--- config.mk ---
export PLATFORM = sky130hd
export DESIGN_NAME = capture_ctrl
export DESIGN_NICKNAME = d
export VERILOG_FILES = /design/src/rtl/osc_pkg.sv /design/src/rtl/trigger_detect.sv /design/src/rtl/capture_ctrl.sv
export SDC_FILE = /design/constraint.sdc
export NUM_CORES = 1
export LEC_CHECK = 0
export BUFFER_PORTS_ARGS = -buffer_cell sky130_fd_sc_hd__buf_4
export CORE_UTILIZATION = 63
export CTS_CLUSTER_DIAMETER = 120
export CTS_CLUSTER_SIZE = 8
export DETAILED_ROUTE_END_ITERATION = 6
export HOLD_SLACK_MARGIN = 0.06
export PLACE_DENSITY_LB_ADDON = 0.3
export SYNTH_ARGS = -nofsm -noshare
export SYNTH_HDL_FRONTEND = slang
export SYNTH_SLANG_ARGS = --single-unit
--- constraint.sdc ---
create_clock -name clk_50mhz -period 6.83 [get_ports clk_50mhz]
set_clock_uncertainty 0.05 [all_clocks]
set_input_delay 1.0245 -clock clk_50mhz [delete_from_list [all_inputs] [get_ports clk_50mhz]]
set_output_delay 1.0245 -clock clk_50mhz [all_outputs]
set_load 0.03 [all_outputs]
--- src/rtl/osc_pkg.sv ---
// Shared types and constants for the scope acquisition path.
package osc_pkg;

    // Default geometry of the sample RAM and the decimation counter.
    localparam int ADDR_W_DEF = 8;
    localparam int DATA_W_DEF = 8;
    localparam int DEC_W_DEF  = 16;

    // Trigger slope encodings as carried on cfg_slope.
    localparam logic SLOPE_RISING  = 1'b0;
    localparam logic SLOPE_FALLING = 1'b1;

    // Acquisition sequencer states.
    typedef enum logic [2:0] {
        ST_IDLE      = 3'd0,
        ST_PRE       = 3'd1,
        ST_WAIT_TRIG = 3'd2,
        ST_POST      = 3'd3,
        ST_READOUT   = 3'd4,
        ST_RELEASE   = 3'd5
    } state_e;

    // States in which ADC samples are accepted and written into the RAM.
    function automatic logic is_capture_state(input state_e s);
        return (s == ST_PRE) || (s == ST_WAIT_TRIG) || (s == ST_POST);
    endfunction

endpackage

--- src/rtl/trigger_detect.sv ---
// Level/slope edge detector working on the stream of accepted samples.
// Each accepted sample is compared with the previous accepted one; an
// edge is only reported once a previous sample exists since the last clear.
module trigger_detect
    import osc_pkg::*;
#(
    parameter int DATA_W = DATA_W_DEF
) (
    input  logic              clk_i,
    input  logic              rst_i,
    input  logic              clear_i,
    input  logic              sample_vld_i,
    input  logic [DATA_W-1:0] sample_i,
    input  logic [DATA_W-1:0] level_i,
    input  logic              slope_i,
    output logic              trig_o
);

    logic [DATA_W-1:0] prev_q;
    logic              prev_vld_q;
    logic              rise_hit_d;
    logic              fall_hit_d;

    // Remember the last accepted sample; a clear forgets history so no edge spans two records.
    always_ff @(posedge clk_i or posedge rst_i) begin
        if (rst_i) begin
            prev_q     <= '0;
            prev_vld_q <= 1'b0;
        end else if (clear_i) begin
            prev_q     <= '0;
            prev_vld_q <= 1'b0;
        end else if (sample_vld_i) begin
            prev_q     <= sample_i;
            prev_vld_q <= 1'b1;
        end
    end

    // Crossing test; the pulse lasts exactly as long as the accepted-sample strobe.
    always_comb begin
        rise_hit_d = (prev_q < level_i) && (sample_i >= level_i);
        fall_hit_d = (prev_q > level_i) && (sample_i <= level_i);
        trig_o     = sample_vld_i && prev_vld_q &&
                     ((slope_i == SLOPE_FALLING) ? fall_hit_d : rise_hit_d);
    end

endmodule

--- src/rtl/capture_ctrl.sv ---
// Acquisition sequencer: decimates ADC samples into a circular sample RAM,
// waits for a trigger, completes a pre/post-trigger record of exactly DEPTH
// samples and then hands the RAM to readout via rd_activate/rd_done.
//
// Readout handshake: rd_activate is a level raised when the record is complete.
// Readout raises rd_done when finished; rd_activate drops on the next edge and
// the sequencer returns to IDLE only after rd_done has been seen low again.
module capture_ctrl
    import osc_pkg::*;
#(
    parameter int ADDR_W = ADDR_W_DEF,
    parameter int DATA_W = DATA_W_DEF,
    parameter int DEC_W  = DEC_W_DEF
) (
    input  logic              clk_50mhz,
    input  logic              reset,
    input  logic              arm,
    input  logic              force_trig,
    input  logic [DATA_W-1:0] cfg_level,
    input  logic              cfg_slope,
    input  logic [ADDR_W-1:0] cfg_pretrig,
    input  logic [DEC_W-1:0]  cfg_decim,
    input  logic [DATA_W-1:0] adc_data,
    input  logic              adc_valid,
    output logic [ADDR_W-1:0] mem_wr_addr,
    output logic [DATA_W-1:0] mem_wr_data,
    output logic              mem_we,
    output logic [ADDR_W-1:0] start_addr,
    output logic              rd_activate,
    input  logic              rd_done,
    output logic              busy,
    output logic              triggered,
    output state_e            dbg_state
);

    localparam int              DEPTH   = 2 ** ADDR_W;
    localparam logic [ADDR_W:0] DEPTH_C = (ADDR_W + 1)'(DEPTH);
    localparam logic [ADDR_W:0] ONE_C   = (ADDR_W + 1)'(1);

    // Sequencer state and record bookkeeping.
    state_e              state_q;
    logic [ADDR_W-1:0]   wr_ptr_q;
    logic [ADDR_W:0]     cnt_q;
    logic [DEC_W-1:0]    dec_cnt_q;
    logic                force_pend_q;

    // Configuration captured on the accepting arm.
    logic [DATA_W-1:0]   level_q;
    logic                slope_q;
    logic [ADDR_W-1:0]   pretrig_q;
    logic [DEC_W-1:0]    decim_q;

    // Registered outputs.
    logic                mem_we_q;
    logic [ADDR_W-1:0]   mem_wr_addr_q;
    logic [DATA_W-1:0]   mem_wr_data_q;
    logic [ADDR_W-1:0]   start_addr_q;
    logic                rd_activate_q;
    logic                triggered_q;

    // Decoded next-step conditions.
    logic                capture_d;
    logic                arm_go_d;
    logic                accept_d;
    logic [ADDR_W:0]     cnt_inc_d;
    logic [ADDR_W:0]     post_len_d;
    logic                edge_hit_d;
    logic                trig_hit_d;

    trigger_detect #(
        .DATA_W (DATA_W)
    ) u_trigger_detect (
        .clk_i        (clk_50mhz),
        .rst_i        (reset),
        .clear_i      (arm_go_d),
        .sample_vld_i (accept_d),
        .sample_i     (adc_data),
        .level_i      (level_q),
        .slope_i      (slope_q),
        .trig_o       (edge_hit_d)
    );

    // Sample acceptance, record length and trigger qualification for this cycle.
    always_comb begin
        capture_d  = is_capture_state(state_q);
        arm_go_d   = (state_q == ST_IDLE) && arm;
        accept_d   = capture_d && adc_valid && (dec_cnt_q == '0);
        cnt_inc_d  = cnt_q + ONE_C;
        post_len_d = DEPTH_C - {1'b0, pretrig_q};
        // A pending or concurrent force and a real edge on the same sample merge into one trigger.
        trig_hit_d = (state_q == ST_WAIT_TRIG) && accept_d &&
                     (edge_hit_d || force_trig || force_pend_q);
    end

    // Sequencer: decimation, RAM write port, record counting and readout handoff.
    always_ff @(posedge clk_50mhz or posedge reset) begin
        if (reset) begin
            state_q       <= ST_IDLE;
            wr_ptr_q      <= '0;
            cnt_q         <= '0;
            dec_cnt_q     <= '0;
            force_pend_q  <= 1'b0;
            level_q       <= '0;
            slope_q       <= SLOPE_RISING;
            pretrig_q     <= '0;
            decim_q       <= '0;
            mem_we_q      <= 1'b0;
            mem_wr_addr_q <= '0;
            mem_wr_data_q <= '0;
            start_addr_q  <= '0;
            rd_activate_q <= 1'b0;
            triggered_q   <= 1'b0;
        end else begin
            mem_we_q <= 1'b0;

            // Decimation runs on valid samples only while capturing.
            if (capture_d && adc_valid) begin
                if (dec_cnt_q == '0) begin
                    dec_cnt_q <= decim_q;
                end else begin
                    dec_cnt_q <= dec_cnt_q - 1'b1;
                end
            end

            // Every accepted sample lands in the RAM one cycle later.
            if (accept_d) begin
                mem_we_q      <= 1'b1;
                mem_wr_addr_q <= wr_ptr_q;
                mem_wr_data_q <= adc_data;
                wr_ptr_q      <= wr_ptr_q + 1'b1;
            end

            case (state_q)
                ST_IDLE: begin
                    if (arm) begin
                        level_q      <= cfg_level;
                        slope_q      <= cfg_slope;
                        pretrig_q    <= cfg_pretrig;
                        decim_q      <= cfg_decim;
                        wr_ptr_q     <= '0;
                        cnt_q        <= '0;
                        dec_cnt_q    <= '0;
                        force_pend_q <= 1'b0;
                        state_q      <= (cfg_pretrig != '0) ? ST_PRE : ST_WAIT_TRIG;
                    end
                end

                ST_PRE: begin
                    if (accept_d) begin
                        cnt_q <= cnt_inc_d;
                        if (cnt_inc_d == {1'b0, pretrig_q}) begin
                            state_q <= ST_WAIT_TRIG;
                        end
                    end
                end

                ST_WAIT_TRIG: begin
                    if (trig_hit_d) begin
                        start_addr_q <= wr_ptr_q - pretrig_q;
                        cnt_q        <= ONE_C;
                        triggered_q  <= 1'b1;
                        force_pend_q <= 1'b0;
                        if (post_len_d == ONE_C) begin
                            rd_activate_q <= 1'b1;
                            state_q       <= ST_READOUT;
                        end else begin
                            state_q <= ST_POST;
                        end
                    end else if (force_trig) begin
                        // No sample this cycle: hold the force for the next accepted one.
                        force_pend_q <= 1'b1;
                    end
                end

                ST_POST: begin
                    if (accept_d) begin
                        cnt_q <= cnt_inc_d;
                        if (cnt_inc_d == post_len_d) begin
                            rd_activate_q <= 1'b1;
                            state_q       <= ST_READOUT;
                        end
                    end
                end

                ST_READOUT: begin
                    if (rd_done) begin
                        rd_activate_q <= 1'b0;
                        state_q       <= ST_RELEASE;
                    end
                end

                ST_RELEASE: begin
                    if (!rd_done) begin
                        triggered_q <= 1'b0;
                        state_q     <= ST_IDLE;
                    end
                end

                default: begin
                    state_q <= ST_IDLE;
                end
            endcase
        end
    end

    // Output mapping; busy is a decode of the registered state.
    always_comb begin
        mem_we      = mem_we_q;
        mem_wr_addr = mem_wr_addr_q;
        mem_wr_data = mem_wr_data_q;
        start_addr  = start_addr_q;
        rd_activate = rd_activate_q;
        triggered   = triggered_q;
        busy        = (state_q != ST_IDLE);
        dbg_state   = state_q;
    end

endmodule

==> Flow_metrics.wiki, run 1 <==
{| class="wikitable"
! Metric !! Value
|-
| Portion of the post-synthesis area used by sequential elements || 45.3%
|-
| Worst-Margin Slew || 1.09 ns
|-
| Via count || 4732
|-
| Gate count of the mapped netlist || 619
|-
| Highest ir drop seen on vdd || 0.276 mV
|-
| Cell class contributing the biggest share of worst-path delay || compound AO/OA/AOI/OAI gates
|-
| CP Class || reg -> reg
|-
| Max clock buf depth || 2
|-
| Die X-Extent || 98.4 µm
|-
| Area enclosed by the die boundary || 9680 µm²
|-
| Post-Synthesis Mean Instance Area || 9.45 µm²
|-
| Quantity of gates resized following cts || 0
|-
| Worst Setup Slack, final || 2.90 ns
|-
| Crit path cell chain || nor2_1 > nor3b_2 > nand4_2 > buf_4 > inv_2 > nand2_1 > a2111oi_4 > o211ai_1 > o21ai_1 > o41ai_1
|-
| Static Leak || 3.18 nW
|-
| TritonCTS clock tree || yes
|-
| Setup slack, reg-to-reg || 2.90 ns
|-
| Worst Hold Path Cells || 2
|-
| Post-detailed-route wirelength per cell || 16.4 µm
|-
| Area of the mapped netlist || 5850 µm²
|-
| Number of top-level pins || 78
|-
| DR DRC count || 1
|-
| Setup Total Neg Slack || 0 ns
|-
| Outcome || finished with violations
|-
| Leading cell type in the layout, fill and taps excluded || sky130_fd_sc_hd__nand2_1
|-
| Die Y-Extent || 98.4 µm
|-
| Min Tclk post-route || 3.93 ns
|-
| Length of the first detailed-routing pass in iterations || 7
|-
| First-pass GRT wire length || 21700 µm
|-
| Slowest cell on the critical path || sky130_fd_sc_hd__dfrtp_1
|-
| Setup crit start || dbg_state[0]
|-
| Iteration-0 DRC Markers || 220
|-
| Share of post-route cells with drive strength above 1 || 19.0%
|-
| Starting utilization of the core area || 66.1%
|-
| Core region area || 8850 µm²
|-
| Wire length after detailed routing || 13100 µm
|-
| Cell chosen for the clock root || sky130_fd_sc_hd__clkbuf_8
|-
| Worst reg2reg path endpoint || cnt_q[0]
|-
| Worst flop-to-flop path startpoint || dbg_state[0]
|-
| Type of origin of the critical path || flip-flop
|-
| Count of flip-flops with a built-in enable after synthesis || 0
|-
| Post-place setup slack || 2.84 ns
|-
| Total half-perimeter wirelength after legalization and detailed placement || 9330 µm
|-
| Final hold viol count || 0
|-
| Routability congestion estimate from global placement || 0.924
|-
| Highest cell delay on the worst timing path || 0.75 ns
|-
| Number of CTS-inserted buffers || 9
|-
| Largest driver fanout on the critical path || 42
|-
| Share of the clock period used by the worst path after layout || 57.6%
|-
| Count of inserted antenna diode cells || 0
|-
| Number of failing setup endpoints in the final timing report || 0
|-
| Overflow after GRT || 0
|-
| Flops & latches, synth || 106
|-
| Critical path destination || cnt_q[0]
|-
| Number of routed nets with antenna violations || 0
|-
| Clock slew at the register clock pins of the worst setup and hold paths || 0.10 ns
|-
| Max Clock Freq || 254 MHz
|-
| Largest net degree at the start of global routing || 81
|-
| Worst EP required || 7.02 ns
|-
| Count of maximum capacitance violations || 0
|-
| Area growth from synthesis to layout || 14.6%
|-
| Synthesized net count || 695
|-
| Fillers || 621
|-
| Max-slew headroom at the worst pin || 27.3%
|-
| Number of port buffers || 77
|-
| Via/cell ratio || 5.94
|-
| Violations in the final reports || design-rule violations
|-
| Sink Count || 106
|-
| Via count of the first global-routing pass || 4698
|-
| GR Util All Layers || 28.3%
|-
| Synth Warn # || 0
|-
| Post-synth ARST share || 100%
|-
| Crit path capture type || flip-flop
|-
| Post-cts hold buffer count || 0
|-
| Data arrival at the endpoint of the critical path || 4.12 ns
|-
| PwrDens || 429 nW/µm²
|-
| Maximum level of the CTS H-tree || 3
|-
| Count of distinct cell types in the synthesized netlist || 62
|-
| Antenna violations before repair || 0
|-
| RSZ-0062 raised after global routing || no
|-
| Setup bufs post-CTS || 0
|-
| Clock network latency to the later pin of the worst-skew pair || 0.38 ns
|-
| # rows || 34
|-
| Depth of the most critical reg-to-reg path || 10
|-
| Most common flop cell mapped by yosys || sky130_fd_sc_hd__dfrtp_1
|-
| Buffers and inverters on the worst path || 2
|-
| Commonest non-fill, non-tap cells in the layout || sky130_fd_sc_hd__nand2_1 (108), sky130_fd_sc_hd__dfrtp_1 (106), sky130_fd_sc_hd__buf_4 (80)
|-
| HP Class || reg -> reg
|-
| Path length in cells of the critical path || 10
|-
| Number of nets in the finished design || 760
|-
| Final Max Slew Viols || 0
|}
report_power, final:
group	total, mW	switching, mW	internal [mW]
clock	0.414	0.235	0.179
combinational	1.39	0.790	0.595
sequential	1.08	0.228	0.852
synthesized netlist by cell type, types with 13 or more instances:
library cell                 n  area (µm²)
sky130_fd_sc_hd__nand3_1    13        65.1
sky130_fd_sc_hd__nor3_1     20         100
sky130_fd_sc_hd__nor2_1     45         169
sky130_fd_sc_hd__mux2_2     19         214
sky130_fd_sc_hd__o21ai_0    28         140
sky130_fd_sc_hd__xnor2_1    23         201
sky130_fd_sc_hd__a21oi_1    30         150
sky130_fd_sc_hd__ha_1       28         350
sky130_fd_sc_hd__clkbuf_1   19        71.3
sky130_fd_sc_hd__o21ai_1    14        70.1
sky130_fd_sc_hd__inv_1      30         113
sky130_fd_sc_hd__dfrtp_1   106        2650
sky130_fd_sc_hd__xor2_1     15         131
sky130_fd_sc_hd__nand2_1   108         405
final cells by class:
cell class              instances  area, µm²  area share [%]
flip-flops and latches        106       2650            39.5
clock inverters                 6       83.8            1.25
well taps                     108        135            2.01
multi-input cells             456       2990            44.6
clock buffers                  10        128            1.90
inverters                      31        119            1.77
repair buffers                 80        601            8.95
worst min-delay path by stage:
| stage | slack [ns] | end | start |
|---|---|---|---|
| detailed placement | 0.41 | mem_wr_addr[6] | mem_wr_addr[6] |
| floorplan | 0.42 | u_trigger_detect.prev_vld_q | u_trigger_detect.prev_vld_q |
| finish | 0.43 | mem_wr_addr[6] | mem_wr_addr[6] |
| global route | 0.47 | mem_wr_addr[5] | mem_wr_addr[5] |
| global placement | 0.41 | mem_wr_data[1] | mem_wr_data[1] |
| CTS | 0.44 | mem_wr_addr[6] | mem_wr_addr[6] |
logic make-up after synthesis:
kind of cell / share of synthesized area (%)
muxes: 4.47
adders and majority gates: 6.33
DFF: 45.3
and+or+nand+nor: 19.6
buffers and inverters: 3.83
xor gates and xnor gates: 6.86
AOI/OAI and AO/OA: 13.6
metrics by stage:
stage	cells	total power [mW]	instance area, µm²	hold slack [ns]	util [%]
2_1_floorplan	619	2.09	5850	0.416	-
3_3_place_gp	781	2.39	6500	0.412	73.4
3_5_place_dp	781	2.46	6500	0.415	73.4
4_1_cts	797	2.88	6710	0.438	75.8
5_1_grt	797	3.08	6710	0.466	75.8
6_report	797	2.88	6710	0.434	75.8
registers in the layout, indices dropped and copies added (netlist names), 3 cells and up:
signal                   flops
u_trigger_detect.prev_q      8
dbg_state                    3
pretrig_q                    8
start_addr                   8
decim_q                     16
dec_cnt_q                   16
wr_ptr_q                     8
mem_wr_data                  8
level_q                      8
cnt_q                        9
mem_wr_addr                  8
worst register-to-register path: stages (launching register included):
cell	delay, ns
sky130_fd_sc_hd__dfrtp_1	0.75
sky130_fd_sc_hd__nor2_1	0.24
sky130_fd_sc_hd__nor3b_2	0.53
sky130_fd_sc_hd__nand4_2	0.15
sky130_fd_sc_hd__buf_4	0.29
sky130_fd_sc_hd__inv_2	0.42
sky130_fd_sc_hd__nand2_1	0.17
sky130_fd_sc_hd__a2111oi_4	0.39
sky130_fd_sc_hd__o211ai_1	0.44
sky130_fd_sc_hd__o21ai_1	0.27
sky130_fd_sc_hd__o41ai_1	0.09
layer usage:
layer	wire, µm	GRT usage (%)
met3	666	5.65
met4	204	8.84
met1	5600	35.7
met2	6610	49.1
met5	0	0
(Power assumes the default switching activity.)
==> run 2, diff against run 1 <==
--- a/config.mk
+++ b/config.mk
@@ -5,8 +5,9 @@
 export SDC_FILE = /design/constraint.sdc
 export NUM_CORES = 1
 export LEC_CHECK = 0
+export ABC_AREA = 1
 export BUFFER_PORTS_ARGS = -buffer_cell sky130_fd_sc_hd__buf_4
-export CORE_UTILIZATION = 63
+export CORE_UTILIZATION = 59
 export CTS_CLUSTER_DIAMETER = 120
 export CTS_CLUSTER_SIZE = 8
 export DETAILED_ROUTE_END_ITERATION = 6
==> constraint.sdc (replaced) <==
create_clock -name clk_50mhz -period 3.8 [get_ports clk_50mhz]
set_clock_uncertainty 0.05 [all_clocks]
set_input_delay 0.57 -clock clk_50mhz [delete_from_list [all_inputs] [get_ports clk_50mhz]]
set_output_delay 0.57 -clock clk_50mhz [all_outputs]
set_load 0.03 [all_outputs]
==> run 2 against run 1 <==
The run now ends clean. Global-route usage is 0.42 points higher. Highest routed layer unchanged. Core utilization fell by 4.8 points. Cell area is 4.9% higher. Flip-flop and latch count unchanged. Critical path type unchanged. Critical endpoint is now wr_ptr_q[7]. Combinational power up 66%. Synthesized area rose by 4.5%. Power rose by 69%. Sequential share of layout area fell by 1.9 points. Final cell count rose by 25%.
==> Flow_metrics.wiki, run 2 <==
{| class="wikitable"
! Metric !! Value
|-
| Outcome || finished clean (was finished with violations)
|-
| Setup bufs post-CTS || 0 (unchanged)
|-
| M1 GR Usage || 35.2% (was 35.7%)
|-
| Synth Warn # || 0 (unchanged)
|-
| Sink Count || 106 (unchanged)
|-
| GR met2 Demand/Resource || 50.5% (was 49.1%)
|-
| Min Tclk post-route || 2.65 ns (was 3.93 ns)
|-
| Cell class contributing the biggest share of worst-path delay || simple AND/OR/NAND/NOR gates (was compound AO/OA/AOI/OAI gates)
|-
| Most numerous cell in the Yosys netlist || sky130_fd_sc_hd__nand2_1 (unchanged)
|-
| Top cells by instance count after synthesis || sky130_fd_sc_hd__nand2_1 (218), sky130_fd_sc_hd__dfrtp_1 (106), sky130_fd_sc_hd__inv_1 (86), sky130_fd_sc_hd__nor2_1 (69), sky130_fd_sc_hd__o21ai_0 (63) (was sky130_fd_sc_hd__nand2_1 (108), sky130_fd_sc_hd__dfrtp_1 (106), sky130_fd_sc_hd__nor2_1 (45), sky130_fd_sc_hd__a21oi_1 (30), sky130_fd_sc_hd__inv_1 (30))
|-
| Max clock buf depth || 2 (unchanged)
|-
| Type of origin of the critical path || flip-flop (unchanged)
|-
| GR met3 Demand/Resource || 4.34% (was 5.65%)
|-
| Critical path destination || wr_ptr_q[7] (was cnt_q[0])
|-
| Static Leak || 3.66 nW (was 3.18 nW)
|-
| Setup Total Neg Slack || 0 ns (unchanged)
|-
| Length of the first detailed-routing pass in iterations || 5 (was 7)
|-
| Count of maximum capacitance violations || 0 (unchanged)
|-
| Fillers || 792 (was 621)
|-
| Crit path capture type || flip-flop (unchanged)
|-
| Highest ir drop seen on vdd || 0.406 mV (was 0.276 mV)
|-
| Number of top-level pins || 78 (unchanged)
|-
| Largest regs || dec_cnt_q x16, decim_q x16, cnt_q x9 (unchanged)
|-
| HP Class || in -> async (was reg -> reg)
|-
| Setup crit start || dbg_state[2] (was dbg_state[0])
|-
| Crit path cell chain || inv_1 > nand3_2 > inv_2 > nand3_4 > inv_2 > nand2_4 > nor2_4 > nand3_2 > o21ai_1 > nand2_1 > nor2_1 (was nor2_1 > nor3b_2 > nand4_2 > buf_4 > inv_2 > nand2_1 > a2111oi_4 > o211ai_1 > o21ai_1 > o41ai_1)
|-
| Overflow after GRT || 0 (unchanged)
|-
| Die X-Extent || 104 µm (was 98.4 µm)
|-
| Largest area contributor in the synthesized netlist || sky130_fd_sc_hd__dfrtp_1 (unchanged)
|-
| Max-slew headroom at the worst pin || 39.7% (was 27.3%)
|-
| # rows || 36 (was 34)
|-
| Wire length after detailed routing || 14600 µm (was 13100 µm)
|-
| Total half-perimeter wirelength after legalization and detailed placement || 10700 µm (was 9330 µm)
|-
| Post-route total power || 4.88 mW (was 2.88 mW)
|-
| Via count || 5574 (was 4732)
|-
| Final Max Slew Viols || 0 (unchanged)
|-
| Area of the mapped netlist || 6110 µm² (was 5850 µm²)
|-
| Quantity of gates resized following cts || 0 (unchanged)
|-
| Worst flop-to-flop path startpoint || dbg_state[2] (was dbg_state[0])
|-
| DR DRC count || 0 (was 1)
|-
| Clock slew at the register clock pins of the worst setup and hold paths || 0.10 ns (about the same)
|-
| Worst-Margin Slew || 0.896 ns (was 1.09 ns)
|-
| Iteration-0 DRC Markers || 373 (was 220)
|-
| Clock network latency to the later pin of the worst-skew pair || 0.38 ns (about the same)
|-
| Leading cell type in the layout, fill and taps excluded || sky130_fd_sc_hd__nand2_1 (unchanged)
|-
| Maximum level of the CTS H-tree || 3 (unchanged)
|-
| Data arrival at the endpoint of the critical path || 2.91 ns (was 4.12 ns)
|-
| Via/cell ratio || 5.59 (was 5.94)
|-
| Buffers and inverters on the worst path || 3 (was 2)
|-
| Area enclosed by the die boundary || 10800 µm² (was 9680 µm²)
|-
| First-pass GRT wire length || 25200 µm (was 21700 µm)
|-
| Via count of the first global-routing pass || 5532 (was 4698)
|-
| Commonest non-fill, non-tap cells in the layout || sky130_fd_sc_hd__nand2_1 (218), sky130_fd_sc_hd__dfrtp_1 (106), sky130_fd_sc_hd__inv_1 (85) (was sky130_fd_sc_hd__nand2_1 (108), sky130_fd_sc_hd__dfrtp_1 (106), sky130_fd_sc_hd__buf_4 (80))
|-
| Post-cts hold buffer count || 0 (unchanged)
|-
| Highest cell delay on the worst timing path || 0.50 ns (was 0.75 ns)
|-
| Depth of the most critical reg-to-reg path || 11 (was 10)
|-
| CP Class || reg -> reg (unchanged)
|-
| Die Y-Extent || 104 µm (was 98.4 µm)
|-
| GR Util All Layers || 28.7% (was 28.3%)
|-
| Worst reg2reg path endpoint || wr_ptr_q[7] (was cnt_q[0])
|-
| Number of routed nets with antenna violations || 0 (unchanged)
|-
| Number of nets in the finished design || 936 (was 760)
|-
| Core region area || 9910 µm² (was 8850 µm²)
|-
| Final hold viol count || 0 (unchanged)
|-
| RSZ-0062 raised after global routing || no (unchanged)
|-
| Portion of the post-synthesis area used by sequential elements || 43.4% (was 45.3%)
|-
| Count of distinct cell types in the synthesized netlist || 44 (was 62)
|-
| Synthesized net count || 866 (was 695)
|-
| Flops & latches, synth || 106 (unchanged)
|-
| Area growth from synthesis to layout || 15.1% (was 14.6%)
|-
| Gate count of the mapped netlist || 790 (was 619)
|-
| Starting utilization of the core area || 61.7% (was 66.1%)
|-
| Path length in cells of the critical path || 11 (was 10)
|-
| Number of port buffers || 77 (unchanged)
|-
| Most utilized layer in the global route result || met2 (unchanged)
|-
| Number of failing setup endpoints in the final timing report || 0 (unchanged)
|-
| Setup slack, reg-to-reg || 1.15 ns (was 2.90 ns)
|-
| Dominant cells by area after synthesis || sky130_fd_sc_hd__dfrtp_1 (43%), sky130_fd_sc_hd__nand2_1 (13%), sky130_fd_sc_hd__ha_1 (5.7%), sky130_fd_sc_hd__inv_1 (5.3%), sky130_fd_sc_hd__o21ai_0 (5.2%) (was sky130_fd_sc_hd__dfrtp_1 (45%), sky130_fd_sc_hd__nand2_1 (6.9%), sky130_fd_sc_hd__ha_1 (6.0%), sky130_fd_sc_hd__mux2_2 (3.7%), sky130_fd_sc_hd__xnor2_1 (3.4%))
|-
| Final worst hold slack || 0.308 ns (was 0.434 ns)
|-
| TritonCTS clock tree || yes (unchanged)
|-
| Routability congestion estimate from global placement || 0.924 (about the same)
|-
| Share of the clock period used by the worst path after layout || 69.9% (was 57.6%)
|-
| Count of inserted antenna diode cells || 0 (unchanged)
|-
| Count of flip-flops with a built-in enable after synthesis || 0 (unchanged)
|-
| Number of CTS-inserted buffers || 9 (unchanged)
|-
| Cell chosen for the clock root || sky130_fd_sc_hd__clkbuf_8 (unchanged)
|-
| Most common flop cell mapped by yosys || sky130_fd_sc_hd__dfrtp_1 (unchanged)
|-
| Share of Yosys cell area claimed by the top area cell type || 43.4% (was 45.3%)
|-
| Share of post-route cells with drive strength above 1 || 14.6% (was 19.0%)
|-
| PwrDens || 693 nW/µm² (was 429 nW/µm²)
|-
| Largest driver fanout on the critical path || 21 (was 42)
|-
| Worst EP required || 4.06 ns (was 7.02 ns)
|-
| Post-detailed-route wirelength per cell || 14.6 µm (was 16.4 µm)
|-
| Antenna violations before repair || 0 (unchanged)
|-
| Slowest cell on the critical path || sky130_fd_sc_hd__dfrtp_1 (unchanged)
|-
| Post-synth ARST share || 100% (unchanged)
|-
| Max Clock Freq || 377 MHz (was 254 MHz)
|-
| Largest net degree at the start of global routing || 68 (was 81)
|-
| Post-Synthesis Mean Instance Area || 7.74 µm² (was 9.45 µm²)
|}
## run 2: cell types whose count changed after synthesis, sizes merged, moves of 7 or more
cell,previous run,this run
mux2,22,0
or3,7,0
o21ai,42,71
inv,31,90
nand4,8,26
nand2,108,223
nand3,13,52
nor3,20,10
xnor2,23,5
nor2,46,77
## run 2: routing by layer
metal	up-vias	part of all wire (%)
li1	2714	-
met1	2625	41
met2	198	51
met3	37	5.2
met4	0	2.5
met5	-	0
## run 2: logic make-up (layout without fill, tap and decap cells)
family                   Yosys count  count (layout)  share of synthesized area (%)
AO/OA/AOI/OAI                    120             120                           10.7
XOR/XNOR                          24              24                           3.44
adder cells (fa/ha/maj)           29              29                           6.06
buffers and inverters            116             191                           7.37
flip-flops                       106             106                           43.4
AND/OR/NAND/NOR                  395             395                           29.0
## run 2: metrics by stage
stage,setup WS [ns],cells,util (%),cell area (µm²)
final,1.15,998,71.0,7040
after global routing,0.942,998,71.0,7040
after CTS,1.18,998,71.0,7040
after detailed placement,1.20,982,68.7,6810
after global placement,1.30,982,68.7,6810
after floorplan,0.391,790,-,6110
## run 2: final cells by class
cell class / count / area (µm²) / share of cell area [%]
multi-input combinational: 568 / 3020 / 42.9
tap: 133 / 166 / 2.36
timing repair buffer: 82 / 616 / 8.75
inverter: 93 / 352 / 4.99
sequential: 106 / 2650 / 37.7
clock buffer: 11 / 151 / 2.15
clock inverter: 5 / 82.6 / 1.17
## run 2: worst register-to-register path, cell delays in order, from the launching register on
cell                      delay, ns
sky130_fd_sc_hd__dfrtp_1       0.50
sky130_fd_sc_hd__inv_1         0.16
sky130_fd_sc_hd__nand3_2       0.24
sky130_fd_sc_hd__inv_2         0.37
sky130_fd_sc_hd__nand3_4       0.26
sky130_fd_sc_hd__inv_2         0.28
sky130_fd_sc_hd__nand2_4       0.10
sky130_fd_sc_hd__nor2_4        0.13
sky130_fd_sc_hd__nand3_2       0.10
sky130_fd_sc_hd__o21ai_1       0.17
sky130_fd_sc_hd__nand2_1       0.09
sky130_fd_sc_hd__nor2_1        0.14
## run 2: where the power goes
| part | total [mW] | switching, mW | internal (mW) |
|---|---|---|---|
| Combinational | 2.31 | 1.49 | 0.820 |
| Clock | 0.814 | 0.403 | 0.411 |
| Sequential | 1.76 | 0.295 | 1.46 |
| Total | 4.88 | 2.18 | 2.69 |
## run 2: worst min-delay path by stage
stage	end	start	slack (ns)
3_5_place_dp	decim_q[11]	decim_q[11]	0.42
6_report	dbg_state[1]	reset	0.31
3_3_place_gp	decim_q[7]	decim_q[7]	0.41
2_1_floorplan	decim_q[12]	decim_q[12]	0.39
4_1_cts	cnt_q[2]	reset	0.33
5_1_grt	decim_q[14]	cfg_decim[14]	0.32
==> run 3, diff against run 2 <==
--- a/config.mk
+++ b/config.mk
@@ -7,7 +7,7 @@
 export LEC_CHECK = 0
 export ABC_AREA = 1
 export BUFFER_PORTS_ARGS = -buffer_cell sky130_fd_sc_hd__buf_4
-export CORE_UTILIZATION = 59
+export CORE_UTILIZATION = 53
 export CTS_CLUSTER_DIAMETER = 120
 export CTS_CLUSTER_SIZE = 8
 export DETAILED_ROUTE_END_ITERATION = 6
==> constraint.sdc (replaced) <==
create_clock -name clk_50mhz -period 2.3 [get_ports clk_50mhz]
set_clock_uncertainty 0.05 [all_clocks]
set_input_delay 0.345 -clock clk_50mhz [delete_from_list [all_inputs] [get_ports clk_50mhz]]
set_output_delay 0.345 -clock clk_50mhz [all_outputs]
set_load 0.03 [all_outputs]
==> run 3 against run 2 <==
Cell area is 4.5% higher. Register-to-register slack worse by 1.0 ns. Critical endpoint is now cnt_q[8]. Critical path type unchanged. Global-route usage is 2.3 points lower. Highest routed layer unchanged.
==> Flow_metrics.wiki, run 3 (synthesis results as in run 2) <==
{| class="wikitable"
! Metric !! Value
|-
| Clock slew at the register clock pins of the worst setup and hold paths || 0.07 ns (was 0.10 ns)
|-
| Final design instance area without fill || 7360 µm² (was 7040 µm²)
|-
| Final hold viol count || 0 (unchanged)
|-
| Largest net degree at the start of global routing || 57 (was 68)
|-
| CP Class || reg -> reg (unchanged)
|-
| Min Tclk post-route || 2.18 ns (was 2.65 ns)
|-
| GR met3 Demand/Resource || 5.75% (was 4.34%)
|-
| Cell area after placement || 6950 µm² (was 6810 µm²)
|-
| Type of origin of the critical path || flip-flop (unchanged)
|-
| Die Y-Extent || 109 µm (was 104 µm)
|-
| Most utilized layer in the global route result || met2 (unchanged)
|-
| Data arrival at the endpoint of the critical path || 2.38 ns (was 2.91 ns)
|-
| First-pass GRT wire length || 24400 µm (was 25200 µm)
|-
| Leading cell type in the layout, fill and taps excluded || sky130_fd_sc_hd__nand2_1 (unchanged)
|-
| Highest ir drop seen on vdd || 0.748 mV (was 0.406 mV)
|-
| Worst-Margin Slew || 0.561 ns (was 0.896 ns)
|-
| Max-slew headroom at the worst pin || 62.5% (was 39.7%)
|-
| Commonest non-fill, non-tap cells in the layout || sky130_fd_sc_hd__nand2_1 (217), sky130_fd_sc_hd__dfrtp_1 (105), sky130_fd_sc_hd__buf_4 (96) (was sky130_fd_sc_hd__nand2_1 (218), sky130_fd_sc_hd__dfrtp_1 (106), sky130_fd_sc_hd__inv_1 (85))
|-
| Static Leak || 3.78 nW (was 3.66 nW)
|-
| Via count || 5534 (was 5574)
|-
| Number of port buffers || 77 (unchanged)
|-
| # rows || 38 (was 36)
|-
| PwrDens || 1150 nW/µm² (was 693 nW/µm²)
|-
| Overflow after GRT || 0 (unchanged)
|-
| Largest regs || dec_cnt_q x16, decim_q x16, cnt_q x9 (unchanged)
|-
| Crit path cell chain || inv_2 > ha_1 > a21oi_2 > nor2_2 > nor2_2 > and2_1 > nand2_1 > nand2_1 > nand3_1 > nand2_2 > nand2_4 > nand2_8 > nand3_2 > nand2_1 > nand2_1 (was inv_1 > nand3_2 > inv_2 > nand3_4 > inv_2 > nand2_4 > nor2_4 > nand3_2 > o21ai_1 > nand2_1 > nor2_1)
|-
| Die X-Extent || 109 µm (was 104 µm)
|-
| Worst EP required || 2.50 ns (was 4.06 ns)
|-
| Maximum level of the CTS H-tree || 3 (unchanged)
|-
| Fillers || 946 (was 792)
|-
| Routability congestion estimate from global placement || 0.915 (was 0.924)
|-
| Share of the clock period used by the worst path after layout || 94.8% (was 69.9%)
|-
| Total half-perimeter wirelength after legalization and detailed placement || 10900 µm (was 10700 µm)
|-
| Number of top-level pins || 78 (unchanged)
|-
| GR met2 Demand/Resource || 47.3% (was 50.5%)
|-
| Max Clock Freq || 459 MHz (was 377 MHz)
|-
| Outcome || finished clean (unchanged)
|-
| Wire length after detailed routing || 14700 µm (was 14600 µm)
|-
| Antenna violations before repair || 0 (unchanged)
|-
| Largest driver fanout on the critical path || 9 (was 21)
|-
| DR DRC count || 0 (unchanged)
|-
| Most repeated library cell on the critical path || sky130_fd_sc_hd__nand2_1
|-
| Final Util || 66.7% (was 71.0%)
|-
| Count of inserted antenna diode cells || 0 (unchanged)
|-
| Number of routed nets with antenna violations || 0 (unchanged)
|-
| Sink Count || 106 (unchanged)
|-
| Starting utilization of the core area || 55.4% (was 61.7%)
|-
| Highest cell delay on the worst timing path || 0.34 ns (was 0.50 ns)
|-
| Final Max Slew Viols || 0 (unchanged)
|-
| Number of failing setup endpoints in the final timing report || 0 (unchanged)
|-
| Max clock buf depth || 2 (unchanged)
|-
| Via count of the first global-routing pass || 5362 (was 5532)
|-
| Cell class contributing the biggest share of worst-path delay || simple AND/OR/NAND/NOR gates (unchanged)
|-
| Count of maximum capacitance violations || 0 (unchanged)
|-
| Buffers and inverters on the worst path || 1 (was 3)
|-
| Core region area || 11000 µm² (was 9910 µm²)
|-
| Post-detailed-route wirelength per cell || 14.4 µm (was 14.6 µm)
|-
| Number of CTS-inserted buffers || 9 (unchanged)
|-
| Number of nets in the finished design || 955 (was 936)
|-
| Slowest cell on the critical path || sky130_fd_sc_hd__dfrtp_1 (unchanged)
|-
| Post-route total power || 8.44 mW (was 4.88 mW)
|-
| Iteration-0 DRC Markers || 331 (was 373)
|-
| M1 GR Usage || 31.7% (was 35.2%)
|-
| Area enclosed by the die boundary || 12000 µm² (was 10800 µm²)
|-
| Length of the first detailed-routing pass in iterations || 5 (unchanged)
|-
| GR Util All Layers || 26.4% (was 28.7%)
|-
| Via/cell ratio || 5.40 (was 5.59)
|-
| Clock network latency to the later pin of the worst-skew pair || 0.36 ns (was 0.38 ns)
|-
| Worst Setup Slack, final || 0.120 ns (was 1.15 ns)
|-
| Cell chosen for the clock root || sky130_fd_sc_hd__clkbuf_16 (was sky130_fd_sc_hd__clkbuf_8)
|-
| Post-place setup slack || 0.0593 ns (was 1.20 ns)
|-
| HP Class || in -> reg (was in -> async)
|-
| Setup Total Neg Slack || 0 ns (unchanged)
|-
| Area growth from synthesis to layout || 20.3% (was 15.1%)
|-
| TritonCTS clock tree || yes (unchanged)
|-
| Share of post-route cells with drive strength above 1 || 18.4% (was 14.6%)
|-
| Crit path capture type || flip-flop (unchanged)
|}
## run 3: cell count changes in the layout (fill, tap and decap cells not counted), moves of 3 or more
cell                        change
sky130_fd_sc_hd__buf_4         +14
sky130_fd_sc_hd__clkbuf_8      -10
sky130_fd_sc_hd__clkbuf_16      +9
sky130_fd_sc_hd__inv_1          -4
sky130_fd_sc_hd__inv_2          +4
sky130_fd_sc_hd__nor2_1         -4
sky130_fd_sc_hd__nor2_2         +4
sky130_fd_sc_hd__clkinv_4       +3
sky130_fd_sc_hd__ha_1           -3
sky130_fd_sc_hd__nand3_2        +3
## run 3: metal layers
layer  part of all wire [%]  vias to the layer above
li1                       -                     2756
met1                     43                     2609
met2                     51                      145
met3                    4.4                       24
met4                    1.5                        0
met5                      0                        -
## run 3: per-stage QoR
| stage | cells | hold slack, ns |
|---|---|---|
| 2_1_floorplan | 790 | 0.387 |
| 3_3_place_gp | 1003 | 0.375 |
| 3_5_place_dp | 1003 | 0.383 |
| 4_1_cts | 1020 | 0.126 |
| 5_1_grt | 1024 | 0.132 |
| 6_report | 1024 | 0.137 |
## run 3: layout make-up
| class | count | area (µm²) | share of cell area (%) |
|---|---|---|---|
| clock buffers | 11 | 243 | 3.30 |
| clock inverters | 5 | 46.3 | 0.629 |
| inverters | 93 | 353 | 4.80 |
| multi-input cells | 570 | 3120 | 42.3 |
| flip-flops and latches | 106 | 2650 | 36.1 |
| well taps | 140 | 175 | 2.38 |
| repair buffers | 99 | 771 | 10.5 |
## run 3: worst reg2reg max path, cell delays in order (launching register included)
cell	delay [ns]
sky130_fd_sc_hd__dfrtp_1	0.34
sky130_fd_sc_hd__inv_2	0.05
sky130_fd_sc_hd__ha_1	0.32
sky130_fd_sc_hd__a21oi_2	0.16
sky130_fd_sc_hd__nor2_2	0.05
sky130_fd_sc_hd__nor2_2	0.12
sky130_fd_sc_hd__and2_1	0.15
sky130_fd_sc_hd__nand2_1	0.06
sky130_fd_sc_hd__nand2_1	0.06
sky130_fd_sc_hd__nand3_1	0.10
sky130_fd_sc_hd__nand2_2	0.10
sky130_fd_sc_hd__nand2_4	0.10
sky130_fd_sc_hd__nand2_8	0.13
sky130_fd_sc_hd__nand3_2	0.12
sky130_fd_sc_hd__nand2_1	0.11
sky130_fd_sc_hd__nand2_1	0.05
## run 3: path summary, 6_finish.rpt
check                                 end  depth (start not counted)         start  slack [ns]
min                            decim_q[5]                          3  cfg_decim[5]        0.14
min in group asynchronous  mem_wr_addr[5]                          3         reset        0.55
min reg2reg                    decim_q[7]                          2    decim_q[7]        0.42
max in group asynchronous        cnt_q[0]                          4         reset        1.03
max                              cnt_q[8]                         15    level_q[5]        0.12
max reg2reg                      cnt_q[8]                         15    level_q[5]        0.12
## run 3: timing repair
| action | in CTS | in global routing |
|---|---|---|
| buffers inserted | 0 | 2 |
| hold buffers | 1 | 0 |
| endpoints found under the hold margin | 22 | 0 |
| gates resized for setup | 0 | 22 |
| endpoints found under the setup margin | 0 | 21 |
## run 3: where the power goes
group / switching, mW / internal, mW / total (mW)
combinational: 2.55 / 1.51 / 4.06
sequential: 0.463 / 2.42 / 2.88
clock: 0.717 / 0.782 / 1.50
